## src/rtl/stream_pack.sv

```systemverilog
// ---------------------------------------------------------------------------
// stream_pack
//
// Packs consecutive WIDTH-bit samples from a valid/ready stream into words of
// RATIO samples. The first sample of a word lands in the least-significant
// lane. A frame-end flag on the input flushes a partially filled word early:
// the unused upper lanes are zero and the word carries its lane count.
//
// Ports
//   i_clock      in   clock, rising edge
//   i_reset      in   synchronous, active-high reset
//   i_in_data    in   [WIDTH]        input sample
//   i_in_valid   in   input sample valid
//   i_in_last    in   sample ends a frame (qualified by i_in_valid)
//   o_in_ready   out  sample accepted this cycle when valid
//   o_out_data   out  [WIDTH*RATIO]  packed word, lane k = [k*WIDTH +: WIDTH]
//   o_out_count  out  [clog2(RATIO)+1] number of valid lanes, 1..RATIO
//   o_out_last   out  word ends a frame
//   o_out_valid  out  output word valid
//   i_out_ready  in   downstream accepts word
// ---------------------------------------------------------------------------
module stream_pack #(
    parameter int WIDTH = 16,
    parameter int RATIO = 4
) (
    input  logic                       i_clock,
    input  logic                       i_reset,
    input  logic [WIDTH-1:0]           i_in_data,
    input  logic                       i_in_valid,
    input  logic                       i_in_last,
    output logic                       o_in_ready,
    output logic [WIDTH*RATIO-1:0]     o_out_data,
    output logic [$clog2(RATIO):0]     o_out_count,
    output logic                       o_out_last,
    output logic                       o_out_valid,
    input  logic                       i_out_ready
);

    localparam int IDX_W = $clog2(RATIO);
    localparam int CNT_W = IDX_W + 1;
    localparam logic [IDX_W-1:0] LAST_IDX = IDX_W'(RATIO - 1);

    // Stage 0: lane index and accumulator for the word being filled
    logic [IDX_W-1:0]        idx_p0;
    logic [WIDTH*RATIO-1:0]  acc_p0;
    logic [WIDTH*RATIO-1:0]  word_p0;

    // Stage 1: output register
    logic [WIDTH*RATIO-1:0]  data_p1;
    logic [CNT_W-1:0]        count_p1;
    logic                    last_p1;
    logic                    vld_p1;

    logic in_fire;
    logic completing;

    // The output register is free when empty or being drained this cycle, so
    // a completing sample can load it while the previous word leaves.
    assign o_in_ready = !i_reset && (!vld_p1 || i_out_ready);
    assign in_fire    = i_in_valid && o_in_ready;
    assign completing = (idx_p0 == LAST_IDX) || i_in_last;

    // Word as it would be emitted if this sample completes it: accumulated
    // lanes below idx, the incoming sample at idx, zeros above.
    always_comb begin
        word_p0 = '0;
        for (int k = 0; k < RATIO; k++) begin
            if (k < int'(idx_p0)) begin
                word_p0[k*WIDTH +: WIDTH] = acc_p0[k*WIDTH +: WIDTH];
            end else if (k == int'(idx_p0)) begin
                word_p0[k*WIDTH +: WIDTH] = i_in_data;
            end
        end
    end

    always_ff @(posedge i_clock) begin
        if (i_reset) begin
            idx_p0 <= '0;
            acc_p0 <= '0;
        end else if (in_fire) begin
            if (completing) begin
                idx_p0 <= '0;
                acc_p0 <= '0;
            end else begin
                acc_p0[int'(idx_p0)*WIDTH +: WIDTH] <= i_in_data;
                idx_p0 <= idx_p0 + IDX_W'(1);
            end
        end
    end

    // Stage 0 -> stage 1: output register loads only on a completing sample
    always_ff @(posedge i_clock) begin
        if (i_reset) begin
            data_p1  <= '0;
            count_p1 <= '0;
            last_p1  <= 1'b0;
            vld_p1   <= 1'b0;
        end else if (in_fire && completing) begin
            data_p1  <= word_p0;
            count_p1 <= {1'b0, idx_p0} + CNT_W'(1);
            last_p1  <= i_in_last;
            vld_p1   <= 1'b1;
        end else if (vld_p1 && i_out_ready) begin
            vld_p1   <= 1'b0;
        end
    end

    assign o_out_data  = data_p1;
    assign o_out_count = count_p1;
    assign o_out_last  = last_p1;
    assign o_out_valid = vld_p1;

endmodule

```

## config.mk

```make
export PLATFORM = sky130hd
export DESIGN_NAME = stream_pack
export DESIGN_NICKNAME = d
export VERILOG_FILES = /design/src/rtl/stream_pack.sv
export SDC_FILE = /design/constraint.sdc
export NUM_CORES = 1
export LEC_CHECK = 0
export CAP_MARGIN = 20
export CELL_PAD_IN_SITES_DETAIL_PLACEMENT = 1
export CELL_PAD_IN_SITES_GLOBAL_PLACEMENT = 1
export CORE_MARGIN = 2
export CORE_UTILIZATION = 35
export CTS_CLUSTER_DIAMETER = 50
export DETAILED_ROUTE_END_ITERATION = 8
export HOLD_SLACK_MARGIN = 0.05
export PLACE_DENSITY_LB_ADDON = 0.2
export SLEW_MARGIN = 20
export SYNTH_ARGS = -nofsm -noshare
export SYNTH_HDL_FRONTEND = slang
export SYNTH_SLANG_ARGS = --single-unit
```

## constraint.sdc

```tcl
create_clock -name i_clock -period 2.2 [get_ports i_clock]
set_input_delay 0.44 -clock i_clock [delete_from_list [all_inputs] [get_ports i_clock]]
set_output_delay 0.44 -clock i_clock [all_outputs]
set_load 0.03 [all_outputs]
```

# Word-level counts from Yosys, hierarchy flattened
# Index checks and enable logic that the tools add are counted.
# totals
reg_bits	135
latchBits	0
ramBits	0
mem_bits_ro	0
out_inout_bits	70
word_cells	40
mem_count	0
# classes
addsub	3
multipliers	0
div	0
n_lt_le_gt_ge	3
n_eq_ne	4
n_shift	2
muxes	12
bitwise	0
n_reduce_logical	10
# op_table
operator	count
$mux W16	7
$bwmux W64	1
$mux W64	1
$shift A16 B33 Y64 const A	1
$shiftx A16 B33 Y64	1
$neg A6 Y33	1
$eq A2 B2 Y1 const A	2
$logic_and A1 B1 Y1	4
$lt A1 B2 Y1 const A	2
$add A2 B1 Y3 const B	1
$add A2 B1 Y2 const B	1
$eq A1 B2 Y1 const A	1
$eq A2 B2 Y1 const B	1
$logic_not A1 Y1	2
$logic_not A2 Y1	1
$logic_or A1 B1 Y1	2
$lt A2 B2 Y1 const A	1
$mux W1	2
$mux W2	1
$reduce_bool A2 Y1	1

# Depth between registers and ports, before layout
# logic_depth
word_depth	6
depth_mapped	10

# Least setup slack after synthesis
# OpenSTA, ideal clock, no wires.
# synth_timing
path_type	register -> register
startpoint	register idx_p0[1]
endpoint	register acc_p0[20]
t_arrival_ns	2.069
required_ns	2.130
setup_slack_ns	0.061
path_stages_with_launch	11
n_path_buf	4
synth_period_minus_slack_ns	2.139
cell_sequence	dfxtp_1 > clkbuf_1 > inv_1 > clkbuf_1 > ha_1 > clkbuf_1 > nand4b_1 > nor2_4 > buf_2 > nand3_1 > a21oi_1
# synth_via
elab_chain_len	4
# synth_rtl
element	line_no	rtl
start, declared	44	logic [IDX_W-1:0] idx_p0;
start signal, assigned	86	idx_p0 <= idx_p0 + IDX_W'(1);
$neg A6 Y33	85	acc_p0[int'(idx_p0)*WIDTH +: WIDTH] <= i_in_data;
$shiftx A16 B33 Y64 or $shift A16 B33 Y64 (tied branches)	85	
$bwmux W64	85	
$mux W64 (*)	81	if (completing) begin
end signal, assigned by index	85	
end, declared	45	logic [WIDTH*RATIO-1:0] acc_p0;
# Mark *: on every way between the ends. The rest lies on a longest branch, timed or not.
# A chain may end at the register's enable or synchronous reset.

# Worst setup path in the final report
# layout_timing
startpoint	input port i_out_ready
endpoint	output port o_in_ready
# layout_via
elab_chain_len	2
# layout_rtl
element	line_no	rtl
start, declared	36	input logic i_out_ready
$logic_or A1 B1 Y1	59	assign o_in_ready = !i_reset && (!vld_p1 || i_out_ready);
$logic_and A1 B1 Y1	59	
end, declared	31	output logic o_in_ready,
# No other way between the ends.

==> metrics list <==
- Max Clock Freq: 493 MHz
- After synthesis, the most frequently instantiated cells are 119 x sky130_fd_sc_hd__dfxtp_1, 85 x sky130_fd_sc_hd__nor2_1, 66 x sky130_fd_sc_hd__nand2_1.
* Yosys warning total: 0
- Seq. cell area: 2380 um^2
- The H-tree was split into 4 levels.
- Across all setup checks in the final design, the least slack found is 0.171 ns.
- Chain of cells forming the critical path: clkdlybuf4s50_1, nand2b_1, buf_12, nor2b_1, buf_12
- Tracing the worst setup path back leads to its startpoint at i_out_ready.
- Part of the cycle the worst path needs: 92.2%
- In the final timing run, aggregate negative setup slack is 0 ns.
- Setup violations remaining at the end of the flow were counted as 0.
- Measured against its own limit, the worst slew margin works out to 30.2%.
- Hold repair after CTS inserted 0 buffers.
* Sort of element at the start of the critical path: primary input
- Antenna diodes: 0
* Power per Cell Area: 782 nW/um^2
- On the final layout, the worst clock skew is 0.00551 ns.
- The critical path is of the in -> out type.
- When the netlist entered floorplanning its net count stood at 611.
- Port-buffer cells: 90
* DP Wirelength: 10500 um
* Global-route wire length before repair: 25300 um
- Static leakage: 0.00250 uW
- Once the clock tree was built, the resizer swapped 0 gates to a different size.
* Seq/Total Area, Yosys: 47.2%
* Critical Path Sink Type: primary output
- Portion of synthesized cell area occupied by the leading cell type: 47.2%
- After synthesis, the share of flip-flops with an asynchronous set or reset is 0%.
* Clock Latency Late Sink: 0.41 ns
- The die covers 15400 um^2.
* Pins over their slew limit: 0
* Number of max-cap violations: 0
- Relative to the synthesized area, the layout overhead comes to 34.3%.
* Layout cells sized above 1: 12.3%
- Cell type with the largest total area after synthesis: sky130_fd_sc_hd__dfxtp_1
- Entering global routing, the biggest net connects 91 pins.
* Clock transition at the registers of the reported paths: 0.05 ns
- Number of nets with antenna violations after detailed routing: 0
- Largest delay contributor family on the critical path: buffers and inverters
* Core Rows: 43
- After detailed routing, the average wire length per cell comes to 18.5 um.
- On the worst path, the slowest cell contributes a delay of 0.45 ns.
- Most used standard cell by instance count after synthesis: sky130_fd_sc_hd__dfxtp_1
- Setup repair after global routing left no endpoint under its margin.
* Most Frequent Cell on Critical Path: sky130_fd_sc_hd__buf_12
* Area of the mapped netlist: 5040 um^2
* Post-Place Setup Slack: -0.0734 ns
- In the routed layout, each cell is associated on average with a via count of 5.34.
- Number of antenna violations at the first check in global routing: 0
* Slowest library cell on the worst path: sky130_fd_sc_hd__clkdlybuf4s50_1
- In the routed design, unresolved DRC markers number 0.
- # nets final: 699
- Remaining global-route overflow: 0
- Measured along the y axis, the die boundary spans 124 um.
- Number of buffers inserted by post-CTS setup repair: 0
- In this run the worst path has a maximum fanout of 15.
- The design draws 5290 uW.
- Routability-driven placement finished with a final weighted congestion of 0.844.
* Top FF cell, synth: sky130_fd_sc_hd__dfxtp_1
- Global routing used 22.1% of the available tracks.
- Number of buffers inserted during clock tree synthesis: 17
- Number of placed I/O pins: 91
* Overall via count from detail_route: 4606
* Worst path arrival time: 1.59 ns
- At the pin with the least slew margin, the transition time is 1.05 ns.
- The synthesized design contains 0 enable-type register cells.
- The worst hold path belongs to the class reg -> reg.
* Min cycle time layout: 2.03 ns
* Post-detailed-routing wire length: 16000 um
- Averaged over all synthesized cells, the footprint is 8.62 um^2.
* Outcome: finished, final reports clean
* FILL cells: 1645
- From left edge to right edge, the die measures 124 um.
- In the final layout, the multi-input gates occupy 2360 um^2.
- Peak ir drop on the vdd network: 549 uV
- The first routing iteration left 190 violations.
- Clock tree synthesis selected as its root buffer the cell sky130_fd_sc_hd__clkbuf_16.
- Together, buffers and inverters on the worst path number 3.
* Clock sinks: 119
* Number of buffers on the longest clock path: 2
* TritonCTS clock tree: built
* Number of global-route vias before repair: 4729
* R2r startpoint: idx_p0[0]
* Hold wc startpoint: acc_p0[37]
- Core footprint: 14000 um^2
* Initial core utilization: 36.1%
* Data required time of the worst path: 1.76 ns
* First drt pass iteration count: 4
* Post-Syn Instances: 585
- By area the synthesized netlist is led by sky130_fd_sc_hd__dfxtp_1 47%, sky130_fd_sc_hd__nor2_1 6.3%, sky130_fd_sc_hd__a21oi_1 5.5%, sky130_fd_sc_hd__nand2_1 4.9%, sky130_fd_sc_hd__nand3_1 4.9%.
- After synthesis the netlist holds a flip-flop and latch count of 119.
* Count of unique library cells instantiated by Yosys: 33
- The hold violation total from the final report is 0.
[where the power goes]
| group | internal (uW) | total, uW | switching [uW] |
|---|---|---|---|
| logic | 252 | 641 | 389 |
| registers | 2220 | 2250 | 32.1 |
| clock network | 1490 | 2400 | 910 |
| total | 3960 | 5290 | 1330 |
[worst paths after layout]
check	depth (start not counted)	end	slack, ns
setup / recovery	5	o_in_ready	0.17
hold reg to reg	2	acc_p0[37]	0.45
setup reg to reg	6	acc_p0[11]	0.23
hold / removal	2	acc_p0[37]	0.45
[registers in the layout, indices dropped and copies added (netlist names)]
name	cells
o_out_data	64
acc_p0	48
o_out_count	3
idx_p0	2
o_out_last	1
o_out_valid	1
[through the flow]
stage | hold WS (ns) | util [%] | area [um^2] | std cells
floorplan | 0.431 | - | 5040 | 585
global placement | 0.437 | 44.8 | 6270 | 834
detailed placement | 0.446 | 44.8 | 6270 | 834
CTS | 0.454 | 48.4 | 6770 | 863
global route | 0.471 | 48.4 | 6770 | 863
finish | 0.450 | 48.4 | 6770 | 863
[cells in the final DEF (no fill, tap or decap)]
cell | netlist | final
sky130_fd_sc_hd__clkbuf_1 | 24 | 4
sky130_fd_sc_hd__clkbuf_16 | 0 | 17
sky130_fd_sc_hd__a211oi_2 | 16 | 16
sky130_fd_sc_hd__buf_4 | 3 | 23
sky130_fd_sc_hd__nand3_2 | 1 | 1
sky130_fd_sc_hd__a22oi_1 | 16 | 16
sky130_fd_sc_hd__a21oi_1 | 55 | 55
sky130_fd_sc_hd__clkdlybuf4s50_1 | 0 | 88
sky130_fd_sc_hd__and4b_1 | 1 | 1
sky130_fd_sc_hd__and2_1 | 1 | 1
sky130_fd_sc_hd__nor3_1 | 32 | 32
sky130_fd_sc_hd__dfxtp_1 | 119 | 119
sky130_fd_sc_hd__nand2_1 | 66 | 66
sky130_fd_sc_hd__ha_1 | 5 | 5
sky130_fd_sc_hd__nand4b_1 | 1 | 1
sky130_fd_sc_hd__nor2_1 | 85 | 85
sky130_fd_sc_hd__nand2b_1 | 2 | 2
sky130_fd_sc_hd__buf_12 | 0 | 12
sky130_fd_sc_hd__and3b_1 | 1 | 1
sky130_fd_sc_hd__clkbuf_8 | 0 | 3
sky130_fd_sc_hd__and3_1 | 17 | 17
sky130_fd_sc_hd__and3_4 | 1 | 1
sky130_fd_sc_hd__nor2_4 | 1 | 1
sky130_fd_sc_hd__a211oi_1 | 32 | 32
sky130_fd_sc_hd__mux2i_1 | 17 | 17
sky130_fd_sc_hd__nor2b_1 | 1 | 1
sky130_fd_sc_hd__o211ai_4 | 3 | 3
sky130_fd_sc_hd__a31oi_1 | 1 | 1
sky130_fd_sc_hd__o211a_1 | 3 | 3
sky130_fd_sc_hd__inv_1 | 2 | 2
sky130_fd_sc_hd__nor3_2 | 1 | 1
sky130_fd_sc_hd__clkinv_2 | 0 | 5
sky130_fd_sc_hd__nor2b_2 | 1 | 1
sky130_fd_sc_hd__or2_1 | 1 | 1
sky130_fd_sc_hd__nand3_1 | 49 | 49
[tightest hold or removal path, stage by stage (launching register included)]
cell	delay, ns
sky130_fd_sc_hd__dfxtp_1	0.30
sky130_fd_sc_hd__nand2_1	0.05
sky130_fd_sc_hd__a21oi_1	0.05
[logic make-up after synthesis]
logic type / share of synthesized area [%]
buffers and inverters: 6.05
DFF: 47.2
muxes: 3.37
adders and majority gates: 1.24
AOI/OAI and AO/OA: 18.6
and+or+nand+nor: 23.6
[metal layers]
metal	share of wire (%)	GRT usage [%]
met1	45	28.0
met2	48	35.8
met3	4.5	5.13
met4	3.1	10.0
met5	0	0
[layout make-up]
type	instances	share of cell area, %
inverter	2	0.111
timing repair buffer	123	19.1
multi-input combinational	410	34.8
clock inverter	5	0.369
tap	180	3.33
sequential	119	35.2
clock buffer	24	7.11
(Power assumes the default switching activity.)
==> edit, RTL diff (same settings) <==
`RATIO`: 4 -> 2.
--- a/src/rtl/stream_pack.sv
+++ b/src/rtl/stream_pack.sv
@@ -21,7 +21,7 @@
 // ---------------------------------------------------------------------------
 module stream_pack #(
     parameter int WIDTH = 16,
-    parameter int RATIO = 4
+    parameter int RATIO = 2
 ) (
     input  logic                       i_clock,
     input  logic                       i_reset,
Ports: changed (resized o_out_count and o_out_data); port bits go from 91 to 58. No check against the original RTL was run, so the function may have changed too.
==> edit against the unedited design <==
  * Synthesized cell count shrank 71%
  * Die area shrank 58%
  * Worst setup slack gained 0.11 ns
  * Sequential cell count shrank 66
  * Wire length shrank 64%
  * Power shrank 64%
  * Fmax grew 5.8%
  * Synthesized area shrank 60%
  * Cell count shrank 65%
  * Cell area shrank 59%
  * Largest power group is now sequential cells
  * Highest routed layer unchanged
==> edit: results (changes against the unedited design) <==
Synth:
- The post-synthesis net count is 191 (-69%).
- Sorting the synthesized cells by area gives the leading types as dfxtp_1, a22o_1, mux2i_1.
- The post-synthesis adder-cell area fraction is 0% (-1.2 points).
- The share of cell area taken by muxes after synthesis was 7.87% (+4.5 points).
- The number of different library cells in the post-synthesis netlist is 26 (-21%).
- The sequential area share after synthesis is 52.2% (+4.9 points).
- The compound-cell area share of the yosys netlist is 29.7% (+11 points).
- The commonest cells after synthesis are dfxtp_1, a22o_1, a31oi_1, mux2i_1.

Final layout:
- The final net count is 254 (-64%).
- The number of filler instances in the final layout is 606 (-63%).
- The fraction of layout cells with a size suffix above 1 is 15.5% (+3.2 points).
- The flip-flop count of the largest register after layout is 32 (-50%).

Clock tree:
- The setup fix buffers added after clock tree synthesis came to 0 (unchanged).
- The clock network latency to the later pin of the worst-skew pair was 0.30 ns (-0.11 ns).
- The clock tree root buffer cell is clkbuf_8.
- The clock transition at the registers of the reported paths was 0.09 ns (+0.04 ns).
- The number of resized instances in the post-cts repair step is 0 (unchanged).
- The number of buffers inserted during clock tree synthesis is 5 (-12).
- The number of H-tree levels was 2 (-2).

Drt:
- The routed length on met2 was 3.02 mm (-60%).
- The amount of wire on met3 after detailed routing came to 239 µm (-67%).
- The detailed-route via count is 1,637 (-64%).
- The total routed wire length on the met1 layer is 2.42 mm (-66%).
- The post-detailed-route wirelength per cell is 18.8 µm (+1.4%).
- The remaining design rule violation count was 0 (unchanged).
- The number of DRC markers in iteration 0 is 98 (-48%).

GRT:
- The met3 routing resource usage after global routing is 4.49% (-0.63 points).
- The via count of the first global-routing pass is 1,821 (-61%).
- The pin count of the biggest net entering global routing is 19 (-79%).
- The met2 global-route usage is 35.1% (-0.74 points).
- The combined global-route utilization of all metal layers is 19.2% (-3.0 points).
- The wire length of the first global-routing pass is 9.40 mm (-63%).
- The fraction of met1 tracks used by global routing is 22.4% (-5.6 points).

Status:
- The flow ran to the end, and the final reports show no timing, DRC or antenna violations.

Placed design:
- The half-perimeter wire length after detailed placement is 4.23 mm (-60%).
- The routability congestion estimate is 0.787 (-6.8%).
- The count of buffers from port buffering is 57 (-37%).

Worst setup path:
- The setup slack of the worst register-to-register path was 0.73 ns (+0.50 ns).
- The largest fanout on the critical path is 3 (-12).

Pwr:
- The leakage power was 0.993 nW (-60%).
- The maximum resistive drop on vdd is 0.471 mV (-14%).

STA:
- The largest clock skew in the final design is 0.00608 ns (+0.000564 ns).
- The headroom to the max-slew limit is 66.1% (+36 points).
## edit: changes by cell type after synthesis, sizes merged, moves of 32 or more
cell / unedited run / this run
a211oi: 48 / 16
a21oi: 55 / 2
a22o: 0 / 32
dfxtp: 119 / 53
nand2: 66 / 1
nand3: 50 / 1
nor2: 86 / 1
nor3: 33 / 1
## edit: logic make-up (layout without fill, tap and decap cells)
family / count (synthesis) / count (layout)
compound gates: 71 / 71
flops: 53 / 53
buf+inv: 18 / 81
mux: 16 / 16
simple gates: 12 / 12
## edit: worst paths after layout
| path | from | end | cells after the start |
|---|---|---|---|
| worst max-delay path | i_out_ready | o_in_ready | 4 |
| worst max register to register | idx_p0 | o_out_data[4] | 3 |
| worst min-delay path | acc_p0[14] | acc_p0[14] | 1 |
| worst min register to register | acc_p0[14] | acc_p0[14] | 1 |
## edit: final cells by class
class,instances,area share (%)
clock buffers,7,3.11
inverters,1,0.135
multi-input cells,99,30.6
flip-flops and latches,53,38.2
well taps,72,3.24
repair buffers,73,24.8
## edit: stage by stage
step,hold slack [ns],worst slack [ns],std cells,area (µm²),util (%)
2_1_floorplan,0.442,0.498,170,2030,-
3_3_place_gp,0.449,0.183,298,2690,48.3
3_5_place_dp,0.460,0.0667,298,2690,48.3
4_1_cts,0.484,0.260,305,2780,49.9
5_1_grt,0.504,0.220,305,2780,49.9
6_report,0.480,0.281,305,2780,49.9
## edit: report_power, final
group / switching, mW / internal [mW]
clock: 0.287 / 0.250
combinational: 0.187 / 0.155
sequential: 0.0247 / 1.00
total: 0.499 / 1.40
## edit: worst max-delay path, stage by stage
cell and delay, ns:
clkdlybuf4s50_1 0.43, nor2b_1 0.31, nor2_1 0.11, buf_4 0.18
